==> src/rtl/reservation_station_if.sv <==
// Dispatch, CDB snoop and issue handshake bundle for the reservation station.
// The master side drives dispatch, CDB, flush and issue_ready.
interface reservation_station_if #(
  parameter int ROB_ID_W = 3,
  parameter int OP_W     = 4
);
  logic                flush;
  logic                dispatch_valid;
  logic [OP_W-1:0]     dispatch_op;
  logic [ROB_ID_W-1:0] dispatch_dest;
  logic                dispatch_src1_ready;
  logic [ROB_ID_W-1:0] dispatch_src1_tag;
  logic [15:0]         dispatch_src1_value;
  logic                dispatch_src2_ready;
  logic [ROB_ID_W-1:0] dispatch_src2_tag;
  logic [15:0]         dispatch_src2_value;
  logic                full;
  logic [ROB_ID_W-1:0] cdb_dest;
  logic [15:0]         cdb_value;
  logic                issue_valid;
  logic                issue_ready;
  logic [OP_W-1:0]     issue_op;
  logic [ROB_ID_W-1:0] issue_dest;
  logic [15:0]         issue_a;
  logic [15:0]         issue_b;

  modport master (
    output flush, dispatch_valid, dispatch_op, dispatch_dest,
           dispatch_src1_ready, dispatch_src1_tag, dispatch_src1_value,
           dispatch_src2_ready, dispatch_src2_tag, dispatch_src2_value,
           cdb_dest, cdb_value, issue_ready,
    input  full, issue_valid, issue_op, issue_dest, issue_a, issue_b
  );

  modport slave (
    input  flush, dispatch_valid, dispatch_op, dispatch_dest,
           dispatch_src1_ready, dispatch_src1_tag, dispatch_src1_value,
           dispatch_src2_ready, dispatch_src2_tag, dispatch_src2_value,
           cdb_dest, cdb_value, issue_ready,
    output full, issue_valid, issue_op, issue_dest, issue_a, issue_b
  );
endinterface

==> src/rtl/reservation_station.sv <==
// Operand-capture reservation station: snoops the CDB for missing operands and
// issues the oldest fully-ready instruction through a registered valid/ready stage.
module reservation_station #(
  parameter int                  DEPTH       = 4,
  parameter int                  ROB_ID_W    = 3,
  parameter logic [ROB_ID_W-1:0] INVALID_TAG = '1,
  parameter int                  OP_W        = 4
) (
  input logic                  clk,
  input logic                  rst_n,
  reservation_station_if.slave bus
);
  localparam int OCC_W  = $clog2(DEPTH + 1);
  localparam int RANK_W = $clog2(DEPTH);

  logic [DEPTH-1:0]    valid_q, valid_d;
  logic [DEPTH-1:0]    s1_rdy_q, s1_rdy_d, s2_rdy_q, s2_rdy_d;
  logic [OP_W-1:0]     op_q [DEPTH];
  logic [OP_W-1:0]     op_d [DEPTH];
  logic [ROB_ID_W-1:0] dest_q [DEPTH];
  logic [ROB_ID_W-1:0] dest_d [DEPTH];
  logic [ROB_ID_W-1:0] s1_tag_q [DEPTH];
  logic [ROB_ID_W-1:0] s1_tag_d [DEPTH];
  logic [ROB_ID_W-1:0] s2_tag_q [DEPTH];
  logic [ROB_ID_W-1:0] s2_tag_d [DEPTH];
  logic [15:0]         s1_val_q [DEPTH];
  logic [15:0]         s1_val_d [DEPTH];
  logic [15:0]         s2_val_q [DEPTH];
  logic [15:0]         s2_val_d [DEPTH];
  logic [RANK_W-1:0]   rank_q [DEPTH];
  logic [RANK_W-1:0]   rank_d [DEPTH];
  logic [OCC_W-1:0]    occ_q, occ_d, occ_after;

  logic                iss_valid_q, iss_valid_d;
  logic [OP_W-1:0]     iss_op_q, iss_op_d;
  logic [ROB_ID_W-1:0] iss_dest_q, iss_dest_d;
  logic [15:0]         iss_a_q, iss_a_d, iss_b_q, iss_b_d;

  logic [DEPTH-1:0]    eligible;
  logic                sel_found;
  logic [RANK_W-1:0]   sel_idx, sel_rank, free_idx;
  logic                full, cdb_hit, accept, can_load, load_entry, direct, store;

  assign full       = (occ_q == OCC_W'(DEPTH));
  assign cdb_hit    = (bus.cdb_dest != INVALID_TAG);
  assign accept     = bus.dispatch_valid && !full && !bus.flush;
  assign can_load   = !iss_valid_q || bus.issue_ready;
  assign load_entry = can_load && sel_found;
  // A fully-ready dispatch goes straight to the issue register when nothing older is waiting.
  assign direct     = can_load && !sel_found && accept &&
                      bus.dispatch_src1_ready && bus.dispatch_src2_ready;
  assign store      = accept && !direct;
  assign occ_after  = occ_q - OCC_W'(load_entry);

  for (genvar gi = 0; gi < DEPTH; gi++) begin : g_elig
    assign eligible[gi] = valid_q[gi] && s1_rdy_q[gi] && s2_rdy_q[gi];
  end

  always_comb begin
    sel_found = 1'b0;
    sel_idx   = '0;
    sel_rank  = '0;
    free_idx  = '0;
    for (int i = 0; i < DEPTH; i++) begin
      if (eligible[i] && (!sel_found || rank_q[i] < sel_rank)) begin
        sel_found = 1'b1;
        sel_idx   = RANK_W'(i);
        sel_rank  = rank_q[i];
      end
    end
    for (int i = DEPTH - 1; i >= 0; i--) begin
      if (!valid_q[i]) free_idx = RANK_W'(i);
    end
  end

  always_comb begin
    valid_d  = valid_q;
    s1_rdy_d = s1_rdy_q;
    s2_rdy_d = s2_rdy_q;
    op_d     = op_q;
    dest_d   = dest_q;
    s1_tag_d = s1_tag_q;
    s2_tag_d = s2_tag_q;
    s1_val_d = s1_val_q;
    s2_val_d = s2_val_q;
    rank_d   = rank_q;
    for (int i = 0; i < DEPTH; i++) begin
      if (cdb_hit && !s1_rdy_q[i] && s1_tag_q[i] == bus.cdb_dest) begin
        s1_rdy_d[i] = 1'b1;
        s1_val_d[i] = bus.cdb_value;
      end
      if (cdb_hit && !s2_rdy_q[i] && s2_tag_q[i] == bus.cdb_dest) begin
        s2_rdy_d[i] = 1'b1;
        s2_val_d[i] = bus.cdb_value;
      end
      if (load_entry && rank_q[i] > sel_rank) rank_d[i] = rank_q[i] - RANK_W'(1);
      if (load_entry && sel_idx == RANK_W'(i)) valid_d[i] = 1'b0;
      if (store && free_idx == RANK_W'(i)) begin
        valid_d[i]  = 1'b1;
        op_d[i]     = bus.dispatch_op;
        dest_d[i]   = bus.dispatch_dest;
        rank_d[i]   = occ_after[RANK_W-1:0];
        s1_tag_d[i] = bus.dispatch_src1_tag;
        s2_tag_d[i] = bus.dispatch_src2_tag;
        s1_rdy_d[i] = bus.dispatch_src1_ready;
        s2_rdy_d[i] = bus.dispatch_src2_ready;
        s1_val_d[i] = bus.dispatch_src1_value;
        s2_val_d[i] = bus.dispatch_src2_value;
        if (!bus.dispatch_src1_ready && cdb_hit && bus.dispatch_src1_tag == bus.cdb_dest) begin
          s1_rdy_d[i] = 1'b1;
          s1_val_d[i] = bus.cdb_value;
        end
        if (!bus.dispatch_src2_ready && cdb_hit && bus.dispatch_src2_tag == bus.cdb_dest) begin
          s2_rdy_d[i] = 1'b1;
          s2_val_d[i] = bus.cdb_value;
        end
      end
      if (bus.flush) valid_d[i] = 1'b0;
    end
    occ_d = bus.flush ? '0 : occ_after + OCC_W'(store);
  end

  always_comb begin
    iss_valid_d = iss_valid_q;
    iss_op_d    = iss_op_q;
    iss_dest_d  = iss_dest_q;
    iss_a_d     = iss_a_q;
    iss_b_d     = iss_b_q;
    if (load_entry) begin
      iss_valid_d = 1'b1;
      iss_op_d    = op_q[sel_idx];
      iss_dest_d  = dest_q[sel_idx];
      iss_a_d     = s1_val_q[sel_idx];
      iss_b_d     = s2_val_q[sel_idx];
    end else if (direct) begin
      iss_valid_d = 1'b1;
      iss_op_d    = bus.dispatch_op;
      iss_dest_d  = bus.dispatch_dest;
      iss_a_d     = bus.dispatch_src1_value;
      iss_b_d     = bus.dispatch_src2_value;
    end else if (bus.issue_ready) begin
      iss_valid_d = 1'b0;
    end
    if (bus.flush) iss_valid_d = 1'b0;
  end

  always_ff @(posedge clk or negedge rst_n) begin
    if (!rst_n) begin
      valid_q     <= '0;
      s1_rdy_q    <= '0;
      s2_rdy_q    <= '0;
      occ_q       <= '0;
      iss_valid_q <= 1'b0;
      iss_op_q    <= '0;
      iss_dest_q  <= '0;
      iss_a_q     <= '0;
      iss_b_q     <= '0;
      for (int i = 0; i < DEPTH; i++) begin
        op_q[i]     <= '0;
        dest_q[i]   <= '0;
        s1_tag_q[i] <= '0;
        s2_tag_q[i] <= '0;
        s1_val_q[i] <= '0;
        s2_val_q[i] <= '0;
        rank_q[i]   <= '0;
      end
    end else begin
      valid_q     <= valid_d;
      s1_rdy_q    <= s1_rdy_d;
      s2_rdy_q    <= s2_rdy_d;
      occ_q       <= occ_d;
      iss_valid_q <= iss_valid_d;
      iss_op_q    <= iss_op_d;
      iss_dest_q  <= iss_dest_d;
      iss_a_q     <= iss_a_d;
      iss_b_q     <= iss_b_d;
      op_q        <= op_d;
      dest_q      <= dest_d;
      s1_tag_q    <= s1_tag_d;
      s2_tag_q    <= s2_tag_d;
      s1_val_q    <= s1_val_d;
      s2_val_q    <= s2_val_d;
      rank_q      <= rank_d;
    end
  end

  assign bus.full        = full;
  assign bus.issue_valid = iss_valid_q;
  assign bus.issue_op    = iss_op_q;
  assign bus.issue_dest  = iss_dest_q;
  assign bus.issue_a     = iss_a_q;
  assign bus.issue_b     = iss_b_q;
endmodule
==> src/flat_wrapper.sv <==
// flat-port wrapper written by rule: the top's interface ports become plain ports
module reservation_station_flat 
#(
  parameter int                  DEPTH       = 4,
  parameter int                  ROB_ID_W    = 3,
  parameter logic [ROB_ID_W-1:0] INVALID_TAG = '1,
  parameter int                  OP_W        = 4
)
  (clk, rst_n, bus_flush, bus_dispatch_valid, bus_dispatch_op, bus_dispatch_dest, bus_dispatch_src1_ready, bus_dispatch_src1_tag, bus_dispatch_src1_value, bus_dispatch_src2_ready, bus_dispatch_src2_tag, bus_dispatch_src2_value, bus_cdb_dest, bus_cdb_value, bus_issue_ready, bus_full, bus_issue_valid, bus_issue_op, bus_issue_dest, bus_issue_a, bus_issue_b);
  reservation_station_if #(.ROB_ID_W(ROB_ID_W), .OP_W(OP_W)) bus_i ();
  input logic clk;
  input logic rst_n;
  input wire logic [$bits(bus_i.flush)-1:0] bus_flush;
  input wire logic [$bits(bus_i.dispatch_valid)-1:0] bus_dispatch_valid;
  input wire logic [$bits(bus_i.dispatch_op)-1:0] bus_dispatch_op;
  input wire logic [$bits(bus_i.dispatch_dest)-1:0] bus_dispatch_dest;
  input wire logic [$bits(bus_i.dispatch_src1_ready)-1:0] bus_dispatch_src1_ready;
  input wire logic [$bits(bus_i.dispatch_src1_tag)-1:0] bus_dispatch_src1_tag;
  input wire logic [$bits(bus_i.dispatch_src1_value)-1:0] bus_dispatch_src1_value;
  input wire logic [$bits(bus_i.dispatch_src2_ready)-1:0] bus_dispatch_src2_ready;
  input wire logic [$bits(bus_i.dispatch_src2_tag)-1:0] bus_dispatch_src2_tag;
  input wire logic [$bits(bus_i.dispatch_src2_value)-1:0] bus_dispatch_src2_value;
  input wire logic [$bits(bus_i.cdb_dest)-1:0] bus_cdb_dest;
  input wire logic [$bits(bus_i.cdb_value)-1:0] bus_cdb_value;
  input wire logic [$bits(bus_i.issue_ready)-1:0] bus_issue_ready;
  output wire logic [$bits(bus_i.full)-1:0] bus_full;
  output wire logic [$bits(bus_i.issue_valid)-1:0] bus_issue_valid;
  output wire logic [$bits(bus_i.issue_op)-1:0] bus_issue_op;
  output wire logic [$bits(bus_i.issue_dest)-1:0] bus_issue_dest;
  output wire logic [$bits(bus_i.issue_a)-1:0] bus_issue_a;
  output wire logic [$bits(bus_i.issue_b)-1:0] bus_issue_b;
  assign bus_i.flush = bus_flush;
  assign bus_i.dispatch_valid = bus_dispatch_valid;
  assign bus_i.dispatch_op = bus_dispatch_op;
  assign bus_i.dispatch_dest = bus_dispatch_dest;
  assign bus_i.dispatch_src1_ready = bus_dispatch_src1_ready;
  assign bus_i.dispatch_src1_tag = bus_dispatch_src1_tag;
  assign bus_i.dispatch_src1_value = bus_dispatch_src1_value;
  assign bus_i.dispatch_src2_ready = bus_dispatch_src2_ready;
  assign bus_i.dispatch_src2_tag = bus_dispatch_src2_tag;
  assign bus_i.dispatch_src2_value = bus_dispatch_src2_value;
  assign bus_i.cdb_dest = bus_cdb_dest;
  assign bus_i.cdb_value = bus_cdb_value;
  assign bus_i.issue_ready = bus_issue_ready;
  assign bus_full = bus_i.full;
  assign bus_issue_valid = bus_i.issue_valid;
  assign bus_issue_op = bus_i.issue_op;
  assign bus_issue_dest = bus_i.issue_dest;
  assign bus_issue_a = bus_i.issue_a;
  assign bus_issue_b = bus_i.issue_b;
  reservation_station #(.DEPTH(DEPTH), .ROB_ID_W(ROB_ID_W), .INVALID_TAG(INVALID_TAG), .OP_W(OP_W)) u_core (.clk(clk), .rst_n(rst_n), .bus(bus_i));
endmodule
==> config.mk <==
export PLATFORM = sky130hd
export DESIGN_NAME = reservation_station_flat
export DESIGN_NICKNAME = d
export VERILOG_FILES = /design/src/rtl/reservation_station_if.sv /design/src/rtl/reservation_station.sv /design/src/flat_wrapper.sv
export SDC_FILE = /design/constraint.sdc
export NUM_CORES = 1
export LEC_CHECK = 0
export BUFFER_PORTS_ARGS = -buffer_cell sky130_fd_sc_hd__buf_2
export CORE_MARGIN = 8
export CORE_UTILIZATION = 50
export CTS_CLUSTER_SIZE = 8
export DETAILED_ROUTE_END_ITERATION = 10
export PLACE_DENSITY_LB_ADDON = 0.25
export SYNTH_ARGS = -nofsm -noshare
export SYNTH_HDL_FRONTEND = slang
export SYNTH_SLANG_ARGS = --single-unit
==> constraint.sdc <==
create_clock -name clk -period 18.5 [get_ports clk]
set_input_delay 0.925 -clock clk [delete_from_list [all_inputs] [get_ports clk]]
set_output_delay 0.925 -clock clk [all_outputs]
set_load 0.05 [all_outputs]
==> results of run 1 <==
registers in the layout (all words and copies together) (netlist names), 8 cells and up:
register and cells:
u_core.bus.issue_a 16, u_core.dest_q 12, u_core.s2_tag_q 12, u_core.s1_tag_q 12, u_core.op_q 16, u_core.s2_val_q 64
u_core.rank_q 8, u_core.s1_val_q 64, u_core.bus.issue_b 16
layout by cell type (no fill, tap or decap), types with 28 or more instances in the layout:
cell type    n
o21ai_0     28
and2_1     119
buf_2      110
a21oi_1    105
mux2i_1     45
a31oi_1     42
a22oi_1     42
dfrtp_1    243
clkbuf_16   38
a221o_1    128
a211o_1     41
a21o_1      40
nand2_1    128
buf_4       29
worst max-delay path, delay by kind of cell (launching register included):
kind,cells,cell delay [ns]
AO/OA/AOI/OAI,9,2.11
XOR/XNOR,1,0.19
adder cells (fa/ha/maj),4,1.23
buffers and inverters,2,0.94
flip-flops,1,0.46
AND/OR/NAND/NOR,9,2.33
layout make-up:
type | instances | area, sq um
fillers | 2153 | 10950
multi-input cells | 913 | 6429
flip-flops and latches | 243 | 6081
clock buffers | 39 | 954.7
repair buffers | 140 | 783.3
well taps | 335 | 419.2
inverters | 27 | 101.3
clock inverters | 2 | 46.29
cells by family after synthesis:
group	synth area share
adders and majority gates	0.01451
buffers and inverters	0.03704
DFF	0.4700
AOI/OAI and AO/OA	0.2646
and+or+nand+nor	0.1407
muxes	0.05551
xor gates and xnor gates	0.01760
Yosys cell counts, types with 4 or more instances:
cell type / number
and2_1: 120
a211oi_1: 8
a21o_1: 40
ha_1: 15
o21ai_0: 28
nor3_1: 4
xnor2_1: 15
nand2_1: 128
and2_0: 10
clkbuf_1: 61
nor2_1: 31
nand4_1: 6
xor2_1: 11
mux2_2: 22
a221o_1: 128
a21oi_1: 105
and3_1: 16
buf_2: 25
dfrtp_1: 243
nor2b_1: 5
nand2b_1: 4
a211o_1: 41
mux2i_1: 47
a22oi_1: 42
inv_1: 25
a31oi_1: 42
nand3_1: 14
per-stage QoR:
stage	std cells	hold slack (ns)	worst slack (ns)	util
6_report	1699	0.3815	11.14	0.5750
5_1_grt	1699	0.4885	10.59	0.5750
4_1_cts	1699	0.4743	11.22	0.5750
3_5_place_dp	1658	0.4623	11.23	0.5362
3_3_place_gp	1658	0.4565	11.45	0.5362
2_1_floorplan	1273	0.4450	12.58	-
path summary, 6_finish.rpt:
| path | start | end | slack, ns | cells past startpoint |
|---|---|---|---|---|
| worst max register to register | u_core.valid_q[0]$_DFFE_PN0P_ | u_core.rank_q[3]$_DFFE_PN0P_ | 11.14 | 25 |
| worst max-delay path | u_core.valid_q[0]$_DFFE_PN0P_ | u_core.rank_q[3]$_DFFE_PN0P_ | 11.14 | 25 |
| worst min register to register | u_core.op_q[14]$_DFFE_PN0P_ | u_core.op_q[14]$_DFFE_PN0P_ | 0.47 | 2 |
| worst min-delay path | rst_n | u_core.occ_q[0]$_DFF_PN0_ | 0.38 | 1 |
| min in group clk | u_core.op_q[14]$_DFFE_PN0P_ | u_core.op_q[14]$_DFFE_PN0P_ | 0.47 | 2 |
| max in group asynchronous | rst_n | u_core.s1_tag_q[3]$_DFFE_PN0P_ | 16.49 | 2 |
metal layers:
metal | wire [um] | GRT usage | vias to the layer above
li1 | - | - | 4948
met1 | 17580 | 0.3438 | 5513
met2 | 18140 | 0.3929 | 464
met3 | 2834 | 0.04672 | 101
met4 | 1483 | 0.1107 | 0
met5 | 0 | 0 | -
report_power, final:
part,switching [mW],total (mW),internal [mW]
logic,0.449,0.800,0.352
clock network,0.228,0.602,0.374
registers,0.147,0.890,0.743
==> run_results.csv, run 1 <==
group,metric,value,unit
timing,slew_violations,0,
detailed_routing,drc,0,
synthesis,synth-seq-cells,243,
setup_path,cp.arrival,7.79,ns
synthesis,synth_area_leader_cell,"dfrtp_1",
synthesis,syn_area,12940,sq um
setup_path,critPathSlowestCell,"nand3_4",
timing,tightest_slew,1.157,ns
clocking,cts.sinks,243,
run_status,status,"completed",
floorplanning,pin_count,112,
run,cap_violations,0,
finish,layout.nets,1447,
clocking,cts_htree_levels,2,
setup_path,crit_required,18.93,ns
placed_design,dp.final_hpwl,24780,um
placed_design,io_buffers,111,
clocking,clk_pin_slew,0.05,ns
timing,min_period,7.363,ns
synthesis,synthTopCellsByArea,"dfrtp_1 47%, a221o_1 9.9%, and2_1 5.8%, a21oi_1 4.1%, nand2_1 3.7%",
synthesis,synth_edf_count,0,
finish,areaGrowthSynthToFinish,14.51,%
setup_path,end_kind,"flop",
detailed_routing,viasPerCell,6.490,
timing,clock_skew,0.01458,ns
synthesis,yosysTopAreaCellShare,0.4700,
floorplanning,die-area,31280,sq um
floorplanning,rows,59,
pwr,totalPowerFinal,2.292,mW
synthesis,synthesis.nets,1359,
timing,hold_viol_final,0,
global_route,grt_util_all_layers,0.2537,
timing,slew_headroom,0.2266,
global_route,grt_start_max_net_pins,100,
clocking,cts-root-buf,"clkbuf_16",
detailed_routing,vias,11030,
synthesis,synthCells,1273,
placed_design,dpl_cell_area,13810,sq um
global_route,antenna_found_initial,0,
detailed_routing,firstDrtPassIters,5,
pwr,p_leak,6.970,nW
setup_path,crit_path_start_kind,"flop",
floorplanning,die_w,176.9,um
clocking,cts_setup_buffers,0,
clocking,cts_tree,"built",
detailed_routing,ant_nets,0,
clocking,clock_latency,0.51,ns
placed_design,gp_congestion,0.9107,
clocking,clk_path_buf_depth,3,
finish,num_antenna_cells,0,
global_route,grt-ovfl-total,0,
setup_path,worst-setup-path-type,"reg -> reg",
setup_path,max_stage_delay,0.88,ns
timing,setup-violations-final,0,
detailed_routing,postRouteWirelength,40040,um
finish,final_area,14810,sq um
timing,tns,0,ns
floorplanning,dieHeight,176.9,um
floorplanning,core,25760,sq um
min_path,worstHoldPathType,"in -> async",
synthesis,yosysSeqAreaShare,0.4700,
pwr,powerDensity,154.7,nW/um^2
floorplanning,start_util,0.5022,
synthesis,ys_warn_count,0,
clocking,cts_hold_buf,0,
finish,drive_gt1_frac,0.1664,
synthesis,ys.flop_type,"dfrtp_1",
clocking,numCtsBuffers,36,
timing,rsz0062_at_grt,"false",
synthesis,synth_cell_type_count,53,
global_route,grt_pass1_wl,63400,um
timing,min_period_over_period,0.3980,
setup_path,cp_max_fo,82,
detailed_routing,detail_route.iter0.violations,1080,
pwr,vdd_drop_max,81.56,uV
synthesis,postSynthAreaPerCell,10.16,sq um
detailed_routing,post_drt_wl_per_cell,23.56,um
clocking,postCtsResizedCells,0,
synthesis,synthArstFlopShare,1.000,
global_route,grt_pass1_vias,11140,
timing,fmax,135.8,MHz
No activity file was read; power rests on OpenSTA's default activity.
==> run 2: changes to the inputs <==
- clock period: 18.5 -> 7.45 ns (I/O delays scaled with it)
==> run_results.csv, run 2 (synthesized netlist as in run 1, its figures left out) <==
group,metric,value,unit
run_status,status,"completed",
detailed_routing,viasPerCell,6.460,
timing,slew_headroom,0.2230,
timing,rsz0062_at_grt,"false",
global_route,grt_pass1_wl,63080,um
setup_path,cp_max_fo,42,
finish,final_util,0.5760,
setup_path,worst-setup-path-type,"reg -> reg",
setup_path,cp.arrival,6.53,ns
placed_design,dp.final_hpwl,24300,um
timing,min_period,6.109,ns
timing,hold_viol_final,0,
timing,whs,0.1319,ns
timing,tightest_slew,1.164,ns
clocking,cts_setup_buffers,0,
setup_path,max_stage_delay,0.66,ns
detailed_routing,post_drt_wl_per_cell,23.37,um
finish,top_regs,"u_core.s1_val_q (64), u_core.s2_val_q (64)",
setup_path,crit_chain,"and3_1, nand2_1, ha_1, a21oi_1, o21a_2, a21oi_1, ha_1, nor2_1, a21oi_1, nand2b_2, buf_4, a21oi_1, a21o_1, ha_1, nor3b_1, nand4b_1, and3_1, o21ai_0, ha_1, a2111oi_0, xor2_1, nor2_1, a21oi_1",
pwr,p_leak,6.990,nW
clocking,postCtsResizedCells,0,
clocking,cts_htree_levels,2,
timing,clock_skew,0.01293,ns
placed_design,gp_congestion,0.8504,
run,cap_violations,0,
detailed_routing,detail_route.iter0.violations,1158,
min_path,worstHoldPathType,"in -> reg",
global_route,grt-ovfl-total,0,
timing,fmax,163.7,MHz
floorplanning,start_util,0.5022,
finish,filler_cell_count,2218,
timing,layout_setup_ws,1.341,ns
placed_design,io_buffers,111,
global_route,grt_start_max_net_pins,87,
pwr,powerDensity,383.0,nW/um^2
timing,slew_violations,0,
setup_path,end_kind,"flop",
finish,final_cell_mix,"243 x dfrtp_1, 128 x nand2_1, 128 x a221o_1",
clocking,clock_latency,0.51,ns
floorplanning,die-area,31280,sq um
finish,layout.nets,1450,
timing,min_period_over_period,0.8200,
clocking,numCtsBuffers,36,
detailed_routing,postRouteWirelength,39780,um
setup_path,crit_required,7.88,ns
finish,final_common_cell,"dfrtp_1",
floorplanning,dieHeight,176.9,um
finish,register_area,6081,sq um
setup_path,worst_path_most_repeated_cell,"a21oi_1",
detailed_routing,ant_nets,0,
floorplanning,rows,59,
detailed_routing,firstDrtPassIters,5,
timing,tns,0,ns
detailed_routing,vias,11000,
global_route,grt_util_all_layers,0.2531,
finish,multi_input_area,6429,sq um
clocking,clk_path_buf_depth,3,
finish,areaGrowthSynthToFinish,14.70,%
global_route,grt_pass1_vias,11150,
detailed_routing,drc,0,
timing,setup-violations-final,0,
clocking,clk_pin_slew,0.05,ns
setup_path,crit_path_start_kind,"flop",
finish,drive_gt1_frac,0.1675,
finish,num_antenna_cells,0,
global_route,antenna_found_initial,1,
clocking,cts-root-buf,"clkbuf_16",
pwr,vdd_drop_max,201.0,uV
clocking,cts_tree,"built",
setup_path,critPathSlowestCell,"a2111oi_0",
floorplanning,pin_count,112,
floorplanning,core,25760,sq um
clocking,cts.sinks,243,
placed_design,preCtsSetupSlack,1.402,ns
floorplanning,die_w,176.9,um
pwr,totalPowerFinal,5.683,mW
[run 2: changes by cell type in the layout (fill, tap and decap cells not counted), sizes merged]
| cell | delta |
|---|---|
| buf | +2 |
| dlygate4sd3 | +1 |
[run 2: stage by stage]
| stage | cells | cell area [sq um] |
|---|---|---|
| 2_1_floorplan | 1273 | 12940 |
| 3_3_place_gp | 1660 | 13830 |
| 3_5_place_dp | 1660 | 13830 |
| 4_1_cts | 1702 | 14840 |
| 5_1_grt | 1702 | 14840 |
| 6_report | 1702 | 14840 |
[run 2: area by class of cell]
class,instances,area share
timing repair buffer,143,0.05447
sequential,243,0.4098
tap,335,0.02825
clock inverter,2,0.003120
multi-input combinational,913,0.4332
inverter,27,0.006830
clock buffer,39,0.06433
[run 2: where the power goes]
part	internal (mW)	switching [mW]	leakage [nW]
sequential	1.84	0.360	3.09
clock	0.930	0.565	0.490
combinational	0.874	1.11	3.41
total	3.65	2.04	6.99
[run 2: worst paths after layout]
kind	startpoint	to	slack (ns)	cells after the start
worst max-delay path	u_core.valid_q[0]$_DFFE_PN0P_	u_core.rank_q[1]$_DFFE_PN0P_	1.34	23
worst min-delay path	bus_dispatch_src2_tag[1]	u_core.s2_tag_q[10]$_DFFE_PN0P_	0.13	3
worst max register to register	u_core.valid_q[0]$_DFFE_PN0P_	u_core.rank_q[1]$_DFFE_PN0P_	1.34	23
worst min register to register	u_core.op_q[9]$_DFFE_PN0P_	u_core.op_q[9]$_DFFE_PN0P_	0.48	2
max in group asynchronous	rst_n	u_core.s1_val_q[14]$_DFFE_PN0P_	5.38	3
min in group asynchronous	rst_n	u_core.occ_q[2]$_DFF_PN0_	0.48	2
[run 2: timing repair]
action | in CTS | in global routing
hold buffers | 1 | 0
endpoints found under the setup margin | 0 | 0
endpoints found under the hold margin | 84 | 0
[run 2: worst max-delay path, delay by kind of cell (launching register included)]
kind / cells / cell delay (ns)
flip-flops: 1 / 0.46
XOR/XNOR: 1 / 0.19
adder cells (fa/ha/maj): 4 / 1.17
AO/OA/AOI/OAI: 9 / 2.27
AND/OR/NAND/NOR: 8 / 1.51
buffers and inverters: 1 / 0.44
[run 2: per-layer routing]
| metal | track usage | vias up | wire length (um) |
|---|---|---|---|
| met5 | 0 | - | 0 |
| met4 | 0.08581 | 0 | 1064 |
| met3 | 0.05249 | 70 | 3073 |
| met2 | 0.3962 | 482 | 18280 |
| met1 | 0.3450 | 5503 | 17360 |
| li1 | - | 4940 | - |
==> run 3: changes to the inputs <==
- clock period: 7.45 -> 5 ns (I/O delays scaled with it)
==> run_results.csv, run 3 (synthesized netlist as in run 1, its figures left out) <==
group,metric,value,unit
timing,min_period_over_period,0.9439,
setup_path,worstRegToRegCells,23,
detailed_routing,vias,11150,
placed_design,dp.final_hpwl,24660,um
timing,tightest_slew,1.072,ns
setup_path,cp_max_fo,4,
global_route,grt_pass1_vias,11360,
setup_path,crit_required,5.34,ns
pwr,vdd_drop_max,308.2,uV
timing,min_period,4.719,ns
pwr,p_leak,7.056,nW
clocking,clock_latency,0.51,ns
detailed_routing,detail_route.iter0.violations,1201,
clocking,cts.sinks,243,
run_status,status,"completed",
clocking,clk_pin_slew,0.05,ns
setup_path,crit_chain,"and3_4, nand2_2, ha_4, a21oi_2, o21a_2, a21oi_2, ha_2, nor2_1, a21oi_1, nand2b_2, and2_2, a21o_1, ha_1, nor3b_2, nand4b_1, and3_4, nand2_1, o21ai_4, ha_1, a21oi_1, and3_1, xnor2_1, a21oi_1",
clocking,cts_htree_levels,2,
setup_path,critPathSlowestCell,"dfrtp_2",
detailed_routing,postRouteWirelength,40920,um
floorplanning,start_util,0.5022,
setup_path,crit_family,"simple AND/OR/NAND/NOR gates",
setup_path,critPathLaunch,"u_core.s2_rdy_q[0]$_DFFE_PN0P_",
detailed_routing,drc,0,
pwr,powerDensity,570.0,nW/um^2
clocking,cts_tree,"built",
setup_path,reg2reg_from,"u_core.s2_rdy_q[0]$_DFFE_PN0P_",
finish,layout.nets,1462,
finish,drive_gt1_frac,0.1864,
finish,areaGrowthSynthToFinish,16.69,%
timing,tns,0,ns
run,cap_violations,0,
clocking,numCtsBuffers,36,
global_route,antenna_found_initial,2,
setup_path,r2r_slack,0.28,ns
detailed_routing,firstDrtPassIters,5,
floorplanning,dieHeight,176.9,um
global_route,grt-ovfl-total,0,
setup_path,crit_cells,23,
setup_path,end_kind,"flop",
placed_design,dp.cells,1665,
setup_path,max_stage_delay,0.37,ns
finish,filler_cell_count,2162,
finish,num_antenna_cells,0,
setup_path,cp.arrival,5.06,ns
setup_path,r2r-end,"u_core.rank_q[7]$_DFFE_PN0P_",
min_path,worstHoldPathType,"in -> reg",
finish,final_util,0.5860,
placed_design,io_buffers,111,
setup_path,worst_path_most_repeated_cell,"a21oi_1",
timing,setup-violations-final,0,
global_route,grt_pass1_wl,64870,um
finish,final_cell_mix,"242 x dfrtp_1, 128 x a221o_1, 127 x nand2_1",
finish,layout.cells.non_filler,1714,
finish,register_area,6082,sq um
timing,slew_headroom,0.2850,
finish,final_common_cell,"dfrtp_1",
timing,slew_violations,0,
setup_path,crit_path_start_kind,"flop",
detailed_routing,post_drt_wl_per_cell,23.87,um
detailed_routing,viasPerCell,6.508,
floorplanning,rows,59,
placed_design,gp_congestion,0.9036,
setup_path,worstSetupEndpoint,"u_core.rank_q[7]$_DFFE_PN0P_",
finish,multi_input_area,6581,sq um
timing,clock_skew,0.01086,ns
setup_path,worst-setup-path-type,"reg -> reg",
floorplanning,die-area,31280,sq um
detailed_routing,ant_nets,0,
clocking,clk_path_buf_depth,3,
floorplanning,pin_count,112,
floorplanning,die_w,176.9,um
timing,hold_viol_final,0,
global_route,grt_start_max_net_pins,126,
timing,fmax,211.9,MHz
finish,top_regs,"u_core.s1_val_q (64), u_core.s2_val_q (64)",
global_route,grt_util_all_layers,0.2606,
clocking,cts-root-buf,"clkbuf_16",
setup_path,path_buf_inv,0,
floorplanning,core,25760,sq um
## run 3: cell count changes in the layout (fill, tap and decap cells not counted), moves of 5 or more
cell           change
ha_4               +5
a21oi_2            +5
a21oi_1            -5
dlygate4sd3_1      +5
buf_4              +5
ha_1               -6
## run 3: how the worst min path moves through the flow
stage / end / cells after the start / start / slack [ns]
after floorplan: u_core.bus.issue_a[0]$_DFFE_PN0P_ / 0 / rst_n / -0.05
after global placement: u_core.rank_q[2]$_DFFE_PN0P_ / 1 / rst_n / 0.41
after detailed placement: u_core.rank_q[3]$_DFFE_PN0P_ / 1 / rst_n / 0.41
after CTS: u_core.op_q[13]$_DFFE_PN0P_ / 3 / bus_dispatch_op[1] / 0.002
after global routing: u_core.occ_q[2]$_DFF_PN0_ / 2 / bus_flush / 0.02
final: u_core.occ_q[2]$_DFF_PN0_ / 2 / bus_flush / 0.01
## run 3: where the power goes
part	total [mW]	internal (mW)	switching, mW
sequential	3.30	2.75	0.554
clock	2.21	1.35	0.864
combinational	3.09	1.38	1.71
total	8.60	5.48	3.13
## run 3: layer usage
| metal | wire length (um) | global-route usage | part of all wire |
|---|---|---|---|
| met1 | 17420 | 0.3497 | 0.43 |
| met2 | 19340 | 0.4187 | 0.47 |
| met3 | 3168 | 0.04907 | 0.077 |
| met4 | 998 | 0.08722 | 0.024 |
| met5 | 0 | 0 | 0 |
## run 3: through the flow
stage               power [mW]  hold WS [ns]  setup slack, ns  area [sq um]
floorplan                5.455      -0.04559         0.005318         13090
global placement         6.222        0.4115           0.3538         13980
detailed placement       6.326        0.4056           0.1618         13980
CTS                      8.572      0.002406           0.1414         15020
global route             9.086       0.02131         -0.01472         15100
finish                   8.605       0.01159           0.2806         15100
## run 3: cell type report
class | count | area share
Inverter | 27 | 0.006713
Timing Repair Buffer | 155 | 0.06141
Multi-Input combinational cell | 913 | 0.4359
Tap cell | 335 | 0.02776
Clock buffer | 39 | 0.06390
Clock inverter | 2 | 0.001409
Sequential cell | 243 | 0.4029
## run 3: timing repair
action	4_1_cts	5_1_grt
resized for setup	0	11
hold buffers	6	0
setup endpoints to repair	0	10
buffers inserted	0	2
endpoints found under the hold margin	126	0
